### src/rtl/timer_compare_irq_if.sv
// Register bus between the CPU and the timer compare/interrupt unit.
// write/read are single-cycle strobes with no backpressure; readData is valid in the same cycle as read.
interface timer_compare_irq_if #(
  parameter int DATA_W = 32
);
  logic              write;
  logic              read;
  logic [DATA_W-1:0] writeData;
  logic [DATA_W-1:0] readData;
  logic [3:0]        address;

  modport master (
    output write, read, writeData, address,
    input  readData
  );

  modport slave (
    input  write, read, writeData, address,
    output readData
  );
endinterface

### src/rtl/timer_compare_irq.sv
// Timer compare unit: wrap-safe match against COMPARE, one-shot/periodic arming FSM, level irq.
// Optional TIMER_COMPARE_MISS_COUNT_EN adds a saturating miss counter at STATUS[15:8].
module timer_compare_irq #(
  parameter int TIMER_WIDTH = 32
) (
  input  logic                   clk,
  input  logic                   reset,
  input  logic [TIMER_WIDTH-1:0] timerValue,
  timer_compare_irq_if.slave     bus,
  output logic                   irq,
  output logic [1:0]             dbg_state
);

  typedef enum logic [1:0] {
    ST_IDLE  = 2'd0,
    ST_ARMED = 2'd1,
    ST_DONE  = 2'd2
  } state_t;

  state_t                 state_q, state_d;
  logic [2:0]             ctrl_q;
  logic [TIMER_WIDTH-1:0] compare_q;
  logic [TIMER_WIDTH-1:0] period_q;
  logic                   pending_q;

  logic                   ctrl_wr, cmp_wr, per_wr, stat_wr;
  logic [TIMER_WIDTH-1:0] diff;
  logic [TIMER_WIDTH-1:0] eff_period;
  logic                   match, fire, w1c;
  logic [7:0]             miss_field;
  logic [31:0]            status_word;
  logic [31:0]            rdata;

  assign ctrl_wr = bus.write && (bus.address == 4'h0);
  assign cmp_wr  = bus.write && (bus.address == 4'h4);
  assign per_wr  = bus.write && (bus.address == 4'h8);
  assign stat_wr = bus.write && (bus.address == 4'hC);
  assign w1c     = stat_wr && bus.writeData[0];

  // Top bit of the modular difference clear means timer is at or up to half a wrap past compare.
  assign diff       = timerValue - compare_q;
  assign match      = ~diff[TIMER_WIDTH-1];
  assign fire       = (state_q == ST_ARMED) && match;
  assign eff_period = (period_q == '0) ? TIMER_WIDTH'(1) : period_q;

  always_comb begin
    state_d = state_q;
    case (state_q)
      ST_IDLE:  if (ctrl_wr && bus.writeData[0]) state_d = ST_ARMED;
      ST_ARMED: if (fire && !ctrl_q[1])          state_d = ST_DONE;
      ST_DONE:  if (cmp_wr && ctrl_q[0])         state_d = ST_ARMED;
      default:                                   state_d = ST_IDLE;
    endcase
    if (ctrl_wr && !bus.writeData[0]) state_d = ST_IDLE;
  end

  always_ff @(posedge clk or posedge reset) begin
    if (reset) begin
      state_q   <= ST_IDLE;
      ctrl_q    <= '0;
      compare_q <= '0;
      period_q  <= '0;
      pending_q <= 1'b0;
    end else begin
      state_q <= state_d;
      if (ctrl_wr) ctrl_q   <= bus.writeData[2:0];
      if (per_wr)  period_q <= bus.writeData[TIMER_WIDTH-1:0];
      // A bus write to COMPARE takes priority over the periodic auto-advance.
      if (cmp_wr)
        compare_q <= bus.writeData[TIMER_WIDTH-1:0];
      else if (fire && ctrl_q[1])
        compare_q <= compare_q + eff_period;
      if (fire)
        pending_q <= 1'b1;
      else if (w1c)
        pending_q <= 1'b0;
    end
  end

`ifdef TIMER_COMPARE_MISS_COUNT_EN
  logic [7:0] miss_q;

  always_ff @(posedge clk or posedge reset) begin
    if (reset)
      miss_q <= '0;
    else if (stat_wr && bus.writeData[8])
      miss_q <= '0;
    else if (fire && pending_q && !w1c && (miss_q != 8'hFF))
      miss_q <= miss_q + 8'd1;
  end

  assign miss_field = miss_q;
`else
  assign miss_field = 8'h00;
`endif

  assign status_word = {16'h0000, miss_field, 5'b00000, state_q, pending_q};

  always_comb begin
    rdata = '0;
    if (bus.read) begin
      case (bus.address)
        4'h0:    rdata = {29'b0, ctrl_q};
        4'h4:    rdata = 32'(compare_q);
        4'h8:    rdata = 32'(period_q);
        4'hC:    rdata = status_word;
        default: rdata = '0;
      endcase
    end
  end

  assign bus.readData = rdata;
  assign irq          = pending_q & ctrl_q[2];
  assign dbg_state    = state_q;

endmodule

### src/flat_wrapper.sv
// flat-port wrapper written by rule: the top's interface ports become plain ports
module timer_compare_irq_flat 
#(
  parameter int TIMER_WIDTH = 32
)
  (clk, reset, timerValue, irq, dbg_state, bus_write, bus_read, bus_writeData, bus_address, bus_readData);
  timer_compare_irq_if #(.DATA_W(32)) bus_i ();
  input  logic clk;
  input  logic reset;
  input  logic [TIMER_WIDTH-1:0] timerValue;
  output logic irq;
  output logic [1:0] dbg_state;
  input wire logic [$bits(bus_i.write)-1:0] bus_write;
  input wire logic [$bits(bus_i.read)-1:0] bus_read;
  input wire logic [$bits(bus_i.writeData)-1:0] bus_writeData;
  input wire logic [$bits(bus_i.address)-1:0] bus_address;
  output wire logic [$bits(bus_i.readData)-1:0] bus_readData;
  assign bus_i.write = bus_write;
  assign bus_i.read = bus_read;
  assign bus_i.writeData = bus_writeData;
  assign bus_i.address = bus_address;
  assign bus_readData = bus_i.readData;
  timer_compare_irq #(.TIMER_WIDTH(TIMER_WIDTH)) u_core (.clk(clk), .reset(reset), .timerValue(timerValue), .bus(bus_i), .irq(irq), .dbg_state(dbg_state));
endmodule
### config.mk
export PLATFORM = sky130hd
export DESIGN_NAME = timer_compare_irq_flat
export DESIGN_NICKNAME = d
export VERILOG_FILES = /design/src/rtl/timer_compare_irq_if.sv /design/src/rtl/timer_compare_irq.sv /design/src/flat_wrapper.sv
export SDC_FILE = /design/constraint.sdc
export NUM_CORES = 1
export LEC_CHECK = 0
export CAP_MARGIN = 5
export CORE_MARGIN = 8
export CORE_UTILIZATION = 54
export CTS_CLUSTER_SIZE = 40
export DETAILED_ROUTE_END_ITERATION = 8
export PLACE_DENSITY = 0.94
export SYNTH_ARGS = -nofsm -noshare
export SYNTH_HDL_FRONTEND = slang
export SYNTH_SLANG_ARGS = --single-unit
### constraint.sdc
create_clock -name clk -period 3.4 [get_ports clk]
set_clock_uncertainty 0.05 [all_clocks]
set_input_delay 0.51 -clock clk [delete_from_list [all_inputs] [get_ports clk]]
set_output_delay 0.51 -clock clk [all_outputs]
set_load 0.005 [all_outputs]
* After elaboration in Yosys (flattened, before gate mapping)
Index checks and enable logic that the tools add are counted.
** Storage, ports and cells
- Register bits :: 70
- Latch bits :: 0
- Memory bits (writable) :: 0
- Bits in read-only memories :: 0
- Bits of input ports :: 72
- Logic and storage cells :: 48
- Memories kept :: 0
** Cells by class
- $add $sub $neg :: 2
- $mul :: 0
- Div/mod/pow operators :: 0
- $lt $le $gt $ge :: 0
- Eq/ne operators :: 8
- Shift-type cells :: 0
- Mux-type cells :: 12
- Bitwise operators :: 2
- Reductions and logical operators :: 19
** Operator list (number)
- $mux 32 :: 4
- $pmux 32 s4 :: 1
- $add 32x32->32 :: 1
- $logic_not 32->1 :: 1
- $sub 32x32->32 :: 1
- $logic_and 1x1->1 :: 11
- $eq 4x4->1 const B :: 2
- $mux 2 :: 4
- $ne 3x1->1 const B :: 2
- $pmux 2 s3 :: 1
- $eq 4x3->1 const B :: 1
- $logic_not 4->1 :: 1
- $reduce_bool 2->1 :: 2
- $ne 3x3->1 const B :: 1
- $reduce_and 3->1 :: 1
- $eq 2x1->1 const B :: 1
- $eq 2x2->1 const B :: 1
- $logic_not 1->1 :: 2
- $logic_not 2->1 :: 1
- $mux 1 :: 2
- $and 1x1->1 :: 1
- $not 1->1 :: 1

* Depth between registers and ports, before layout
Gate-level depths: netlist (run 1).
- Word-level depth :: 7
- Depth in mapped cells :: 14

* Worst setup path before layout (run 1)
No wires, ideal clock.
- Path kind :: register -> register
- From :: reg u_core.period_q[25]
- To :: reg u_core.compare_q[30]
- Setup time :: 0.134 ns
- Arrival time :: 2.783 ns
- Path slack :: 0.432 ns
- Cell stages (with the launch flop) :: 15
- Path buffers :: 0
- Period minus slack after synthesis :: 2.968 ns
- Cells stage by stage :: dfrtp_1 -> nor4_1 -> nand4_1 -> o21bai_1 -> ha_1 -> fa_1 -> a21oi_1 -> o21ai_0 -> nand4_1 -> a31oi_1 -> o211ai_1 -> and2_1 -> o31ai_1 -> mux2i_1 -> o211ai_1
** Between the ends
- Cells in the longest elaborated chain, start to end :: 5
** Ends and longest elaborated chain
- start, declared :: line timer_compare_irq.sv:23 : logic [TIMER_WIDTH-1:0] period_q;
- start signal, assigned :: line timer_compare_irq.sv:67 : if (per_wr) period_q <= bus.writeData[TIMER_WIDTH-1:0];
- $logic_not 32->1 :: line timer_compare_irq.sv:44 : assign eff_period = (period_q == '0) ? TIMER_WIDTH'(1) : period_q;
- $mux 32 * :: line timer_compare_irq.sv:44
- $add 32x32->32 * :: line timer_compare_irq.sv:72 : compare_q <= compare_q + eff_period;
- $mux 32 * :: line timer_compare_irq.sv:71 : else if (fire && ctrl_q[1])
- $mux 32 * :: line timer_compare_irq.sv:69 : if (cmp_wr)
- end signal, assigned :: line timer_compare_irq.sv:70 : compare_q <= bus.writeData[TIMER_WIDTH-1:0];
- end signal, assigned :: line timer_compare_irq.sv:72
- end, declared :: line timer_compare_irq.sv:22 : logic [TIMER_WIDTH-1:0] compare_q;
Every way passes the cells marked *; elsewhere a longest branch is shown, timed or not. The select of a mux whose other input is x is not followed.
A chain may end at the register's enable or synchronous reset.

* Worst setup path in the final report (run 1)
- From :: reg u_core.period_q[11]
- To :: reg u_core.compare_q[29]
The elaborated chain is that of the path after synthesis.

==> flow_summary.ini, run 1 <==
[run_status]
status = complete, but fails checks
violations = negative setup slack

[clock_network]
clock-sinks = 70
cts_buffer_depth = 2
htree_num_levels = 3
cts_made_buffers = 9
clk_pin_slew_worst_paths_ns = 0.09
cts_tree = yes
root_buffer = clkbuf_8
clock_latency_ns = 0.36

[floorplan]
coreArea_um2 = 10900
io-pin-count = 107
die_h_um = 122
die-area_um2 = 14800
die_width_um = 122
start_util_pct = 55.6
row_count = 38

[run]
drv_cap = 0

[route]
vias = 6483
drt-vias-per-instance = 6.43
first_iter_violations = 634
drt-total-wl_um = 20900
ant_nets = 0
drc = 0
drt-pass1-iter-count = 6
wire_per_inst_um = 20.7

[global_route]
overflow = 0
grt_usage_pct = 26.3
grt_pass1_vias = 6420
grt_max_degree = 35
grt_pass1_wl_um = 31700
antenna_found_initial = 0

[critical_path]
required_ns = 3.59
endpoint_kind = register
cp_cell_sequence = nor4_4 > buf_4 > nand4_1 > o21bai_1 > ha_2 > buf_6 > a211oi_4 > o31ai_4 > o211ai_1 > a2111oi_4 > o22ai_2 > o21ai_2 > xnor2_1 > mux2i_1 > a21oi_1
startpoint_type = register
cp_top_family = compound AO/OA/AOI/OAI gates
rr_worst_depth = 15
worstSetupPathType = reg2reg
worst_ep_arrival_time_ns = 3.65
max_stage_delay_ns = 0.48
rrSetupSlack_ns = -0.06
cp_slowest_cell = a2111oi_4
reg2reg_to = u_core.compare_q[29]$_DFFE_PP0P_
cp_max_fo = 3
reg2reg_from = u_core.period_q[11]$_DFFE_PP0P_
cp_num_buf_inv = 2

[power]
p_per_area_nw_per_um2 = 757
leakage_nw = 3.46
total_power_mw = 6.01
peakVddDrop_v = 0.000386

[synth]
synth.distinct_cells = 58
synth-seq-cells = 70
syn_area_um2 = 6050
yosys_warnings = 0
ys_seq_area_share_pct = 29.0
ys.flop_type = dfrtp_1
syn_inst = 744
postSynthAreaPerCell_um2 = 8.13
async_flop_share_pct = 100
synth_edf_count = 0
synth.net_count = 878

[cells_and_area]
fin_nets = 998
drive_gt1_share_pct = 16.3
syn_to_final_growth_pct = 31.2
fin_cells = 1009
fill_cells = 738
antenna_cells = 0
seq_area_um2 = 1750
finalInstanceArea_um2 = 7940
multi_input_area_um2 = 4040

[sta]
setup_ws_ns = -0.0628
slew_violations = 0
holdWs_ns = 0.338
tightest_slew_ns = 0.547
slew_headroom_pct = 63.1
timing.fmax_mhz = 289
period_needed_ns = 3.46
hold_violations = 0
rsz0062_at_grt = yes
fin_crit_sh_pct = 102
setup_viol = 3

[place]
post-place-cells = 988
gp_congestion = 1.03
placement.io_buffers = 106
hpwl_um = 14600
place_area_um2 = 7540

[min_path]
hold_class = in2async
==> power breakdown <==
part	internal, mW	leakage (nW)	switching, mW
combinational	1.66	2.49	2.06
clock	0.431	0.108	0.345
sequential	1.13	0.859	0.388
==> through the flow <==
| step | setup TNS (ns) | worst slack, ns | util, % |
|---|---|---|---|
| final | -0.167 | -0.0628 | 72.9 |
| after global placement | -0.0169 | -0.0110 | 69.2 |
| after detailed placement | -0.706 | -0.143 | 69.2 |
| after floorplan | 0 | 0.432 | - |
| after global routing | -0.955 | -0.221 | 72.9 |
| after CTS | -0.0171 | -0.0171 | 71.8 |
==> final cells by class <==
type                       count  area share (%)
clock inverter                 6            1.07
sequential                    70            22.1
tap                          140            2.21
timing repair buffer         172            20.2
multi-input combinational    572            50.9
inverter                      39            1.84
clock buffer                  10            1.73
==> synth_stat cells (2+ instances only) <==
library cell,n,area [um2]
o21a_1,8,60.1
nor3b_1,4,30.0
nor2b_1,5,31.3
o21ai_0,43,215
buf_1,2,7.51
a22oi_1,29,218
inv_1,39,146
xnor2_1,16,140
dfrtp_1,70,1750
buf_4,4,30.0
a21oi_1,65,325
a211oi_1,3,22.5
and3_1,3,18.8
mux2_2,34,383
ha_1,61,763
nand4_1,9,56.3
nand3_1,13,65.1
or3_1,2,12.5
or2_2,2,12.5
clkbuf_1,55,206
xor2_1,14,123
a221oi_1,5,43.8
nand2_1,64,240
mux2i_1,14,140
o31ai_1,2,15.0
a31oi_1,9,56.3
o22ai_1,3,18.8
nor2_1,97,364
o211ai_1,9,67.6
nor3_1,4,20.0
nor4_1,8,50.1
and2_1,5,31.3
a21o_1,10,75.1
o21bai_1,6,45.0
o21ai_1,4,20.0
==> layer usage <==
| layer | global-route usage, % | part of all wire, % | vias up |
|---|---|---|---|
| met5 | 0 | 0 | - |
| met1 | 33.2 | 39 | 3005 |
| met3 | 5.00 | 10 | 109 |
| met2 | 43.0 | 46 | 485 |
| met4 | 11.7 | 4.8 | 0 |
| li1 | - | - | 2884 |
==> how the worst max path moves through the flow <==
stage | start | to | slack, ns | depth (start not counted)
after floorplan | u_core.period_q[25]$_DFFE_PP0P_ | u_core.compare_q[30]$_DFFE_PP0P_ | 0.43 | 14
after global placement | timerValue[10] | u_core.compare_q[31]$_DFFE_PP0P_ | -0.01 | 13
after detailed placement | u_core.period_q[8]$_DFFE_PP0P_ | u_core.compare_q[30]$_DFFE_PP0P_ | -0.14 | 16
after CTS | u_core.period_q[8]$_DFFE_PP0P_ | u_core.compare_q[30]$_DFFE_PP0P_ | -0.02 | 16
after global routing | u_core.period_q[11]$_DFFE_PP0P_ | u_core.compare_q[30]$_DFFE_PP0P_ | -0.22 | 16
final | u_core.period_q[11]$_DFFE_PP0P_ | u_core.compare_q[29]$_DFFE_PP0P_ | -0.06 | 15
==> state kept, by name (all words and copies together) (netlist names) <==
register and flops:
u_core.period_q 32, u_core.dbg_state 2, u_core.pending_q 1, u_core.ctrl_q 3, u_core.compare_q 32
==> kinds of logic (layout without fill, tap and decap cells) <==
kind of cell	Yosys count	in the layout	share of synthesized area [%]
compound gates	209	209	21.8
fa+ha+maj	62	62	12.9
simple gates	223	223	16.5
buf+inv	102	227	6.72
mux	48	48	8.65
xor+xnor	30	30	4.34
flops	70	70	29.0
==> cells in the final DEF (no fill, tap or decap), drive strengths merged, types with 10 or more instances in the layout <==
master         count
clkdlybuf4s50    106
nor2              97
dfrtp             70
buf               66
a21oi             65
nand2             64
ha                61
o21ai             47
inv               39
mux2              34
a22oi             29
xnor2             16
xor2              14
mux2i             14
nand3             13
a21o              10
clkbuf            10
==> what timing repair did <==
| item | 4_1_cts | 5_1_grt |
|---|---|---|
| setup buffers | 0 | 5 |
| gates resized for setup | 10 | 19 |
| hold endpoints to repair | 0 | 0 |
| pin swaps | 1 | 24 |
| endpoints found under the setup margin | 8 | 14 |
| hold buffers | 0 | 0 |
Power figures use the tool's default switching activity.
==> run 2: changes to the inputs <==
--- a/config.mk
+++ b/config.mk
@@ -6,8 +6,10 @@
 export NUM_CORES = 1
 export LEC_CHECK = 0
 export CAP_MARGIN = 5
+export CELL_PAD_IN_SITES_DETAIL_PLACEMENT = 0
+export CELL_PAD_IN_SITES_GLOBAL_PLACEMENT = 2
 export CORE_MARGIN = 8
-export CORE_UTILIZATION = 54
+export CORE_UTILIZATION = 32
 export CTS_CLUSTER_SIZE = 40
 export DETAILED_ROUTE_END_ITERATION = 8
 export PLACE_DENSITY = 0.94
==> run 2 against run 1 <==
- the flow now finishes without violations
- combinational power down 5%
- first-iteration DRC count shrank 36%
- hold slack improved by 0.13 ns
- final cell count is 10% higher
- worst setup slack better by 0.19 ns
- sequential cell count unchanged
- clock-buffer cell count up 1
- via count decreased by 10%
- critical endpoint unchanged
- largest power group unchanged
==> flow_summary.ini, run 2 (synthesis results as in run 1) <==
[run_status]
status = finished clean

[critical_path]
reg2reg_from = u_core.period_q[25]$_DFFE_PP0P_
cp_max_fo = 2
crit_start = u_core.period_q[25]$_DFFE_PP0P_
worst_ep_arrival_time_ns = 3.42
cp_slowest_cell = a2111oi_4
endpoint_kind = register
worstSetupPathType = reg2reg
max_stage_delay_ns = 0.44
required_ns = 3.55
crit_top_cell = buf_6
cp_top_family = compound AO/OA/AOI/OAI gates
startpoint_type = register
cp_num_buf_inv = 2
cp_cell_sequence = nor4_1 > nand4_1 > o21bai_1 > ha_2 > buf_6 > buf_6 > a211oi_4 > o31ai_4 > o211ai_1 > a2111oi_4 > o22ai_2 > o21ai_2 > xnor2_1 > mux2i_1 > a21oi_1

[place]
post-place-cells = 1092
place_area_um2 = 7740
gp_congestion = 0.863
hpwl_um = 15200
placement.io_buffers = 106

[sta]
holdWs_ns = 0.464
fin_crit_sh_pct = 96.3
period_needed_ns = 3.27
tightest_slew_ns = 0.711
hold_violations = 0
slew_headroom_pct = 52.5
setup_viol = 0
timing.fmax_mhz = 306
rsz0062_at_grt = yes
slew_violations = 0

[global_route]
overflow = 0
grt_max_degree = 41
grt_pass1_wl_um = 32100
grt_usage_pct = 16.9
grt_pass1_vias = 5999
antenna_found_initial = 1

[cells_and_area]
finalInstanceArea_um2 = 8220
fin_util_pct = 44.1
fin_cells = 1111
antenna_cells = 0
fin_nets = 1006
largestRegisters = u_core.compare_q (32), u_core.period_q (32), u_core.ctrl_q (3)
layout_commonest_cell = clkdlybuf4s50_1
final_cell_mix = clkdlybuf4s50_1 (106), nor2_1 (96), dfrtp_1 (70), buf_4 (67), nand2_1 (64)
syn_to_final_growth_pct = 35.9
drive_gt1_share_pct = 17.2

[route]
drt-vias-per-instance = 5.23
drt-total-wl_um = 19700
ant_nets = 0
drc = 0
first_iter_violations = 403
wire_per_inst_um = 17.8
vias = 5808
drt-pass1-iter-count = 5

[clock_network]
cts_buffer_depth = 2
clk_pin_slew_worst_paths_ns = 0.06
clock-sinks = 70
cts_tree = yes
htree_num_levels = 3
clock_latency_ns = 0.34
cts_made_buffers = 9
root_buffer = clkbuf_16

[power]
total_power_mw = 6.07
pwr-share-comb_pct = 58.5
clkPwrFrac_pct = 17.1
p_per_area_nw_per_um2 = 738
power.switching_mw = 2.60
leakage_nw = 3.56
intPower_mw = 3.47
seqPwrFrac_pct = 24.4
swShare_pct = 42.8
peakVddDrop_v = 0.000304

[floorplan]
die-area_um2 = 23600
start_util_pct = 32.4
io-pin-count = 107
die_h_um = 153
coreArea_um2 = 18600
row_count = 50
die_width_um = 153

[min_path]
min_from = u_core.pending_q$_DFFE_PP0P_
hold_class = reg2reg

[run]
drv_cap = 0
[run 2: cell count changes in the layout (fill, tap and decap cells not counted), moves of 2 or more]
| cell | delta |
|---|---|
| clkbuf_16 | +9 |
| clkbuf_8 | -9 |
| buf_4 | +6 |
| a21oi_1 | -2 |
| a21oi_2 | +2 |
| clkinv_4 | +2 |
| clkinvlp_4 | -2 |
| nor4_2 | +2 |
[run 2: metal layers]
metal / track usage [%] / vias up / wire [um]
li1: - / 2900 / -
met1: 23.2 / 2755 / 9600
met2: 26.6 / 129 / 9020
met3: 3.25 / 22 / 834
met4: 4.11 / 2 / 261
met5: 0 / - / 13
[run 2: final timing paths]
path,to,cells past startpoint,slack (ns)
min in group asynchronous,u_core.period_q[28]$_DFFE_PP0P_,2,0.57
max in group asynchronous,u_core.period_q[7]$_DFFE_PP0P_,3,2.06
setup / recovery,u_core.compare_q[29]$_DFFE_PP0P_,15,0.13
setup reg to reg,u_core.compare_q[29]$_DFFE_PP0P_,15,0.13
hold reg to reg,u_core.pending_q$_DFFE_PP0P_,2,0.46
hold / removal,u_core.pending_q$_DFFE_PP0P_,2,0.46
[run 2: worst min-delay path: stages (launching register included)]
cell and delay [ns]:
dfrtp_1 0.37, nand2_1 0.06, nand2_1 0.05
[run 2: through the flow]
| step | worst slack [ns] | TNS, ns |
|---|---|---|
| after floorplan | 0.432 | 0 |
| after global placement | -0.226 | -5.29 |
| after detailed placement | -0.232 | -5.20 |
| after CTS | 0.0129 | 0 |
| after global routing | -0.140 | -0.299 |
| final | 0.127 | 0 |
[run 2: layout make-up]
class	instances	area, um2
clock inverter	5	82.6
clock buffer	11	243
multi-input combinational	572	4030
fill	1866	10400
timing repair buffer	180	1680
inverter	39	146
sequential	70	1750
tap	234	293
[run 2: what timing repair did]
action	4_1_cts	5_1_grt
setup buffers	0	6
hold buffers	0	0
resized for setup	5	24
pin swaps	0	25
endpoints found under the setup margin	7	19
[run 2: power by group through the flow]
stage               registers, mW  clock network [mW]  logic (mW)
floorplan                    1.38                   0        2.38
global placement             1.46                   0        3.37
detailed placement           1.47                   0        3.38
CTS                          1.46                1.05        3.42
global route                 1.52                1.09        3.98
finish                       1.48                1.04        3.55
